===== config.mk =====
export PLATFORM = sky130hd
export DESIGN_NAME = aes_key_sched_ctrl
export DESIGN_NICKNAME = d
export VERILOG_FILES = /design/src/rtl/aes_key_sched_ctrl.sv
export SDC_FILE = /design/constraint.sdc
export NUM_CORES = 1
export LEC_CHECK = 0
export CORE_MARGIN = 4
export CORE_UTILIZATION = 45
export DETAILED_ROUTE_END_ITERATION = 16
export PLACE_DENSITY = 0.87
export SLEW_MARGIN = 5
export SYNTH_ARGS = -nofsm -noshare
export SYNTH_HDL_FRONTEND = slang
export SYNTH_SLANG_ARGS = --single-unit

===== constraint.sdc =====
create_clock -name clk -period 2.4 [get_ports clk]
set_input_delay 0.24 -clock clk [delete_from_list [all_inputs] [get_ports clk]]
set_output_delay 0.24 -clock clk [all_outputs]
set_load 0.01 [all_outputs]

===== src/rtl/aes_key_sched_ctrl.sv =====
// aes_key_sched_ctrl
//   Sequencer for AES-128 key expansion around a shared, external g-function
//   datapath (RotWord + SubWord + Rcon XOR). Loads a cipher key, requests one
//   g evaluation per round and streams round keys 0..10 over valid/ready.
//
//   Optional feature macro: AES_KEY_STORE_EN
//     Adds an 11 x 128 round-key store (written on every EMIT entry) with a
//     combinational read port for reverse-order (decryption) consumers.
//
// Ports
//   clk, rst_n          clock, asynchronous active-low reset
//   start_i, key_i      begin expansion of key_i {w0,w1,w2,w3} (IDLE only)
//   busy_o              high from start acceptance until done_o
//   g_req_o             g-datapath request, high throughout GCALC
//   g_word_o, g_rcon_o  w[3] and round constant presented to the g-datapath
//   g_result_i          g-function result, sampled on the last GCALC cycle
//   rk_valid_o/ready_i  round-key handshake
//   rk_o, rk_idx_o      round key and its index 0..10
//   done_o              one-cycle pulse after round key 10 is accepted
//   rd_idx_i, rd_key_o, store_valid_o   (AES_KEY_STORE_EN only) key store
module aes_key_sched_ctrl #(
  parameter int unsigned G_LATENCY = 0
) (
  input  logic         clk,
  input  logic         rst_n,
  input  logic         start_i,
  input  logic [127:0] key_i,
  output logic         busy_o,
  output logic         g_req_o,
  output logic [31:0]  g_word_o,
  output logic [7:0]   g_rcon_o,
  input  logic [31:0]  g_result_i,
  output logic         rk_valid_o,
  input  logic         rk_ready_i,
  output logic [127:0] rk_o,
  output logic [3:0]   rk_idx_o,
`ifdef AES_KEY_STORE_EN
  input  logic [3:0]   rd_idx_i,
  output logic [127:0] rd_key_o,
  output logic         store_valid_o,
`endif
  output logic         done_o
);

  localparam int unsigned KEY_W    = 128;
  localparam int unsigned WORD_W   = 32;
  localparam int unsigned RCON_W   = 8;
  localparam int unsigned IDX_W    = 4;
  localparam int unsigned CNT_W    = 2;
  localparam logic [IDX_W-1:0]  LAST_IDX = IDX_W'(10);
  localparam logic [RCON_W-1:0] RCON_0   = RCON_W'(8'h01);

  typedef enum logic [1:0] {ST_IDLE, ST_EMIT, ST_GCALC} state_e;

  state_e              state_q, state_d;
  logic [KEY_W-1:0]    key_q, key_d;
  logic [IDX_W-1:0]    idx_q, idx_d;
  logic [RCON_W-1:0]   rcon_q, rcon_d;
  logic [CNT_W-1:0]    gcnt_q, gcnt_d;
  logic                busy_q, busy_d;
  logic                done_q, done_d;
  logic                g_req_q, g_req_d;
  logic [WORD_W-1:0]   g_word_q, g_word_d;
  logic [RCON_W-1:0]   g_rcon_q, g_rcon_d;
  logic                rk_valid_q, rk_valid_d;

  // Next round key: each word chains off the freshly computed previous word.
  logic [WORD_W-1:0]   nw0_c, nw1_c, nw2_c, nw3_c;
  logic [RCON_W-1:0]   rcon_x_c;

  assign nw0_c    = key_q[127:96] ^ g_result_i;
  assign nw1_c    = key_q[95:64]  ^ nw0_c;
  assign nw2_c    = key_q[63:32]  ^ nw1_c;
  assign nw3_c    = key_q[31:0]   ^ nw2_c;
  assign rcon_x_c = {rcon_q[6:0], 1'b0} ^ (rcon_q[7] ? RCON_W'(8'h1b) : RCON_W'(8'h00));

  // State and datapath registers.
  always_ff @(posedge clk or negedge rst_n) begin
    if (!rst_n) begin
      state_q    <= ST_IDLE;
      key_q      <= '0;
      idx_q      <= '0;
      rcon_q     <= RCON_0;
      gcnt_q     <= '0;
      busy_q     <= 1'b0;
      done_q     <= 1'b0;
      g_req_q    <= 1'b0;
      g_word_q   <= '0;
      g_rcon_q   <= '0;
      rk_valid_q <= 1'b0;
    end else begin
      state_q    <= state_d;
      key_q      <= key_d;
      idx_q      <= idx_d;
      rcon_q     <= rcon_d;
      gcnt_q     <= gcnt_d;
      busy_q     <= busy_d;
      done_q     <= done_d;
      g_req_q    <= g_req_d;
      g_word_q   <= g_word_d;
      g_rcon_q   <= g_rcon_d;
      rk_valid_q <= rk_valid_d;
    end
  end

  // Next-state and registered-output logic.
  always_comb begin
    state_d    = state_q;
    key_d      = key_q;
    idx_d      = idx_q;
    rcon_d     = rcon_q;
    gcnt_d     = gcnt_q;
    busy_d     = busy_q;
    done_d     = 1'b0;
    g_req_d    = g_req_q;
    g_word_d   = g_word_q;
    g_rcon_d   = g_rcon_q;
    rk_valid_d = rk_valid_q;
    case (state_q)
      ST_IDLE: begin
        if (start_i) begin
          key_d      = key_i;
          idx_d      = '0;
          rcon_d     = RCON_0;
          busy_d     = 1'b1;
          rk_valid_d = 1'b1;
          state_d    = ST_EMIT;
        end
      end
      ST_EMIT: begin
        if (rk_ready_i) begin
          rk_valid_d = 1'b0;
          if (idx_q == LAST_IDX) begin
            busy_d  = 1'b0;
            done_d  = 1'b1;
            state_d = ST_IDLE;
          end else begin
            g_req_d  = 1'b1;
            g_word_d = key_q[31:0];
            g_rcon_d = rcon_q;
            gcnt_d   = '0;
            state_d  = ST_GCALC;
          end
        end
      end
      ST_GCALC: begin
        // Result is taken on the final cycle of the G_LATENCY+1 cycle window.
        if (gcnt_q == CNT_W'(G_LATENCY)) begin
          key_d      = {nw0_c, nw1_c, nw2_c, nw3_c};
          idx_d      = idx_q + IDX_W'(1);
          rcon_d     = rcon_x_c;
          g_req_d    = 1'b0;
          rk_valid_d = 1'b1;
          state_d    = ST_EMIT;
        end else begin
          gcnt_d = gcnt_q + CNT_W'(1);
        end
      end
      default: state_d = ST_IDLE;
    endcase
  end

  assign busy_o     = busy_q;
  assign done_o     = done_q;
  assign g_req_o    = g_req_q;
  assign g_word_o   = g_word_q;
  assign g_rcon_o   = g_rcon_q;
  assign rk_valid_o = rk_valid_q;
  assign rk_o       = key_q;
  assign rk_idx_o   = idx_q;

`ifdef AES_KEY_STORE_EN
  logic [KEY_W-1:0] store_q [0:10];
  logic             store_valid_q, store_valid_d;
  logic             store_we_c;

  // Capture each round key as it enters EMIT.
  assign store_we_c = (state_d == ST_EMIT) && (state_q != ST_EMIT);

  always_comb begin
    store_valid_d = store_valid_q;
    if (done_d) begin
      store_valid_d = 1'b1;
    end else if ((state_q == ST_IDLE) && start_i) begin
      store_valid_d = 1'b0;
    end
  end

  always_ff @(posedge clk or negedge rst_n) begin
    if (!rst_n) begin
      store_valid_q <= 1'b0;
      for (int i = 0; i < 11; i++) store_q[i] <= '0;
    end else begin
      store_valid_q <= store_valid_d;
      if (store_we_c && (idx_d <= LAST_IDX)) store_q[idx_d] <= key_d;
    end
  end

  assign store_valid_o = store_valid_q;
  assign rd_key_o      = (rd_idx_i <= LAST_IDX) ? store_q[rd_idx_i] : '0;
`endif

endmodule


==> impl_metrics.csv, run 1 <==
group,metric,value,unit
logic_synthesis,async_reset_ff_frac,1.00,
drt,routed_wl,33.3,mm
drt,ant_nets,0,
timing,relSlewSlack,0.523,
critical_path,critical_path_arrival,2500,ps
drt,via_per_inst,5.64,
drt,route.detailed.drc,0,
floorplanning,core.rowCount,54,
placed_design,dpl_worst_slack,317,ps
critical_path,criticalPathCategory,"flip-flop to flip-flop",
critical_path,r2r.worst_path.cells,5,
floorplanning,die_y,159,µm
floorplanning,placeableCoreArea,22100,µm²
grt,first_global_vias,9144,
critical_path,setup.worst_path.start_class,"flip-flop",
timing,final.setup.tns,0,ps
clock_network,cts_tree,"built",
logic_synthesis,synth.net_count,1213,
critical_path,critPathSlowestCell,"dfrtp_1",
critical_path,rr_endpoint,"rk_o[58]",
logic_synthesis,netlist.area_leader.share,0.459,
run,drv_cap,0,
power,totalPowerFinal,20.8,mW
critical_path,crit_fanout,70,
grt,grt_antenna_before_repair,1,
placed_design,numPortBuffers,339,
logic_synthesis,synth_top_area_cell,"dfrtp_1",
clock_network,cts_buffer_depth,2,
final_layout,area.growth.synth_to_final,42.8,%
logic_synthesis,synth_cell_types,41,
critical_path,r2r_slack,270,ps
clock_network,clock-sinks,188,
grt,global_route.usage.met2,0.419,
placed_design,gp_congestion,0.907,
logic_synthesis,yosys_warnings,0,
timing,clock_period_minus_final_worst_setup_slack,2130,ps
clock_network,cts_buffers,17,
clock_network,post_cts.resized_instances,0,
critical_path,timing.critical_path.from,"state_q[1]",
timing,maxClockFrequency,0.469,GHz
clock_network,clock_latency_at_the_later_pin_of_the_worst_skew_pair,440,ps
timing,count_of_endpoints_failing_hold_in_the_final_timing_report,0,
logic_synthesis,netlist_top_cells_area,"dfrtp_1 (46%), o21ai_0 (6.0%), nor2_1 (4.9%)",
critical_path,timing.critical_path.cells,"nor2b_4 -> buf_4 -> nor2_1 -> a211oi_1 -> a21o_1",
floorplanning,number_of_top_level_pins,340,
worst_hold_path,hold_class,"primary input to asynchronous set/reset pin",
critical_path,critPathMaxStageDelay,640,ps
timing,setup_viol_count_final,0,
critical_path,crit_path_end_kind,"flip-flop",
logic_synthesis,postSynthAreaPerCell,9.76,µm²
timing,max_slew.worst_pin.slew,715,ps
clock_network,clock_tree.htree_level_count,4,
grt,fraction_of_met1_tracks_used_by_global_routing,0.346,
floorplanning,floorplan.initialDensity,0.462,
grt,grtUsageMet3,0.0489,
grt,grt-busiest-layer,"met2",
logic_synthesis,synthesis.area,10200,µm²
logic_synthesis,synth.yosys.seq_area_share,0.461,
critical_path,worst_path_dominant_cell_family,"flip-flops",
final_layout,seq_area,4710,µm²
logic_synthesis,syn_inst,1046,
grt,grt_first_pass_wirelength,50.4,mm
final_layout,multi_input_area,5140,µm²
timing,final.period_utilization,0.888,
final_layout,most_frequent_cells_in_the_layout,"clkdlybuf4s50_1 (338), dfrtp_1 (187), nor2_1 (132)",
power,vdd_ir_drop_max,0.000785,V
drt,drtIter0Drc,814,
clock_network,cts.clk_slew.worst_paths,80,ps
power,leakagePower,6.17,nW
timing,final_critical_path_setup_slack,269,ps
logic_synthesis,ys_dominant_reg_cell,"dfrtp_1",
grt,grt_max_degree,79,
final_layout,final_common_cell,"clkdlybuf4s50_1",
final_layout,fillerInstances,1675,
final_layout,nNetsFinal,1522,
critical_path,timing.rr.start,"state_q[1]",
run_status,run_status,"completed",
grt,grt_usage,0.257,
logic_synthesis,synth_edf_count,0,
floorplanning,floorplan.die.width,159,µm
power,powerDensity,1430,nW/µm²
timing,maxSlewViolCount,0,
grt,grt_remaining_overflow,0,
critical_path,cp.required,2770,ps
placed_design,place.detailed.hpwl,24.5,mm
final_layout,post_route_cell_area,14600,µm²
drt,wl_per_cell,20.2,µm
placed_design,placedInstanceArea,13900,µm²
timing,worst_clock_skew,14.7,ps
drt,overall_via_count_from_detail_route,9308,
logic_synthesis,ys_seq_elements,188,
clock_network,clock-root-buffer,"clkbuf_16",
final_layout,post_route_cells_drive_above_1_share,0.0775,
floorplanning,die_area,25200,µm²
drt,detailedRoute.firstPassIterationCount,5,
critical_path,cp_num_buf_inv,1,
timing,rsz_0062_raised_after_global_routing,"no",
## per-layer routing
layer  routed length (µm)  vias up
met3                 2200       47
met1                14000     4573
met5                    0        -
met2                16200      357
li1                     -     4331
met4                  863        0
## cells by family after synthesis
kind of cell | count (synthesis) | synth area share
AOI/OAI and AO/OA | 340 | 0.202
and+or+nand+nor | 271 | 0.116
muxes | 79 | 0.0825
xor gates and xnor gates | 82 | 0.0960
buffers and inverters | 83 | 0.0390
adders and majority gates | 3 | 0.00368
DFF | 188 | 0.461
## synth_stat cells (all sizes together), types with 2 or more instances
library cell  number
a211oi            13
a21o              14
a21oi             94
a22oi             13
a41o              19
buf               47
clkbuf            31
dfrtp            187
ha                 3
inv                5
mux2              41
mux2i             38
nand2             91
nand3              7
nand3b             3
nor2             132
nor2b              2
nor3b             33
o211ai            13
o21ai            139
o2bb2ai           19
o311ai            13
xnor2             36
xnor3             19
xor2              27
## flip-flops by register name, summed over array words and instances (netlist names)
signal and flops:
g_rcon_o 8, rk_o 128, g_req_o 1, state_q 2
g_word_o 32, gcnt_q 2, rcon_q 8, rk_idx_o 4
busy_o 1, rk_valid_o 1, done_o 1
## layout make-up
class / count / area share
multi-input cells: 775 / 0.352
inverters: 5 / 0.00129
well taps: 280 / 0.0240
diodes: 1 / 0.000172
flip-flops and latches: 188 / 0.323
clock inverters: 14 / 0.0139
clock buffers: 18 / 0.0294
repair buffers: 368 / 0.256
## timing repair
action                    CTS  global route
hold endpoints to repair   67             0
hold buffers                1             0
setup buffers               0             0
## worst max path at each step
stage | to | slack, ps | depth (start not counted)
global route | rk_o[58] | 120 | 5
detailed placement | rk_o[15] | 320 | 6
CTS | rk_o[58] | 320 | 5
global placement | rk_o[16] | 360 | 5
finish | rk_o[58] | 270 | 5
floorplan | g_rcon_o[0] | 640 | 7
## stage by stage
step	cells	hold slack, ps	utilization
finish	1649	382	0.660
floorplan	1046	-55.6	-
CTS	1648	377	0.660
detailed placement	1615	317	0.631
global route	1649	398	0.660
global placement	1615	313	0.631
## report_power, final
part           switching, mW  leakage (nW)  internal [mW]
Combinational           5.91          3.53           5.66
Clock                   1.39         0.306           1.69
Sequential              1.52          2.34           4.61
Power figures use the tool's default switching activity.
==> inputs of run 2 (changes only) <==
- ABC_CLOCK_PERIOD_IN_PS: not set -> 2400
==> results of run 2 <==
Same layout as run 1: the final DEF is identical, and so are final timing and power.
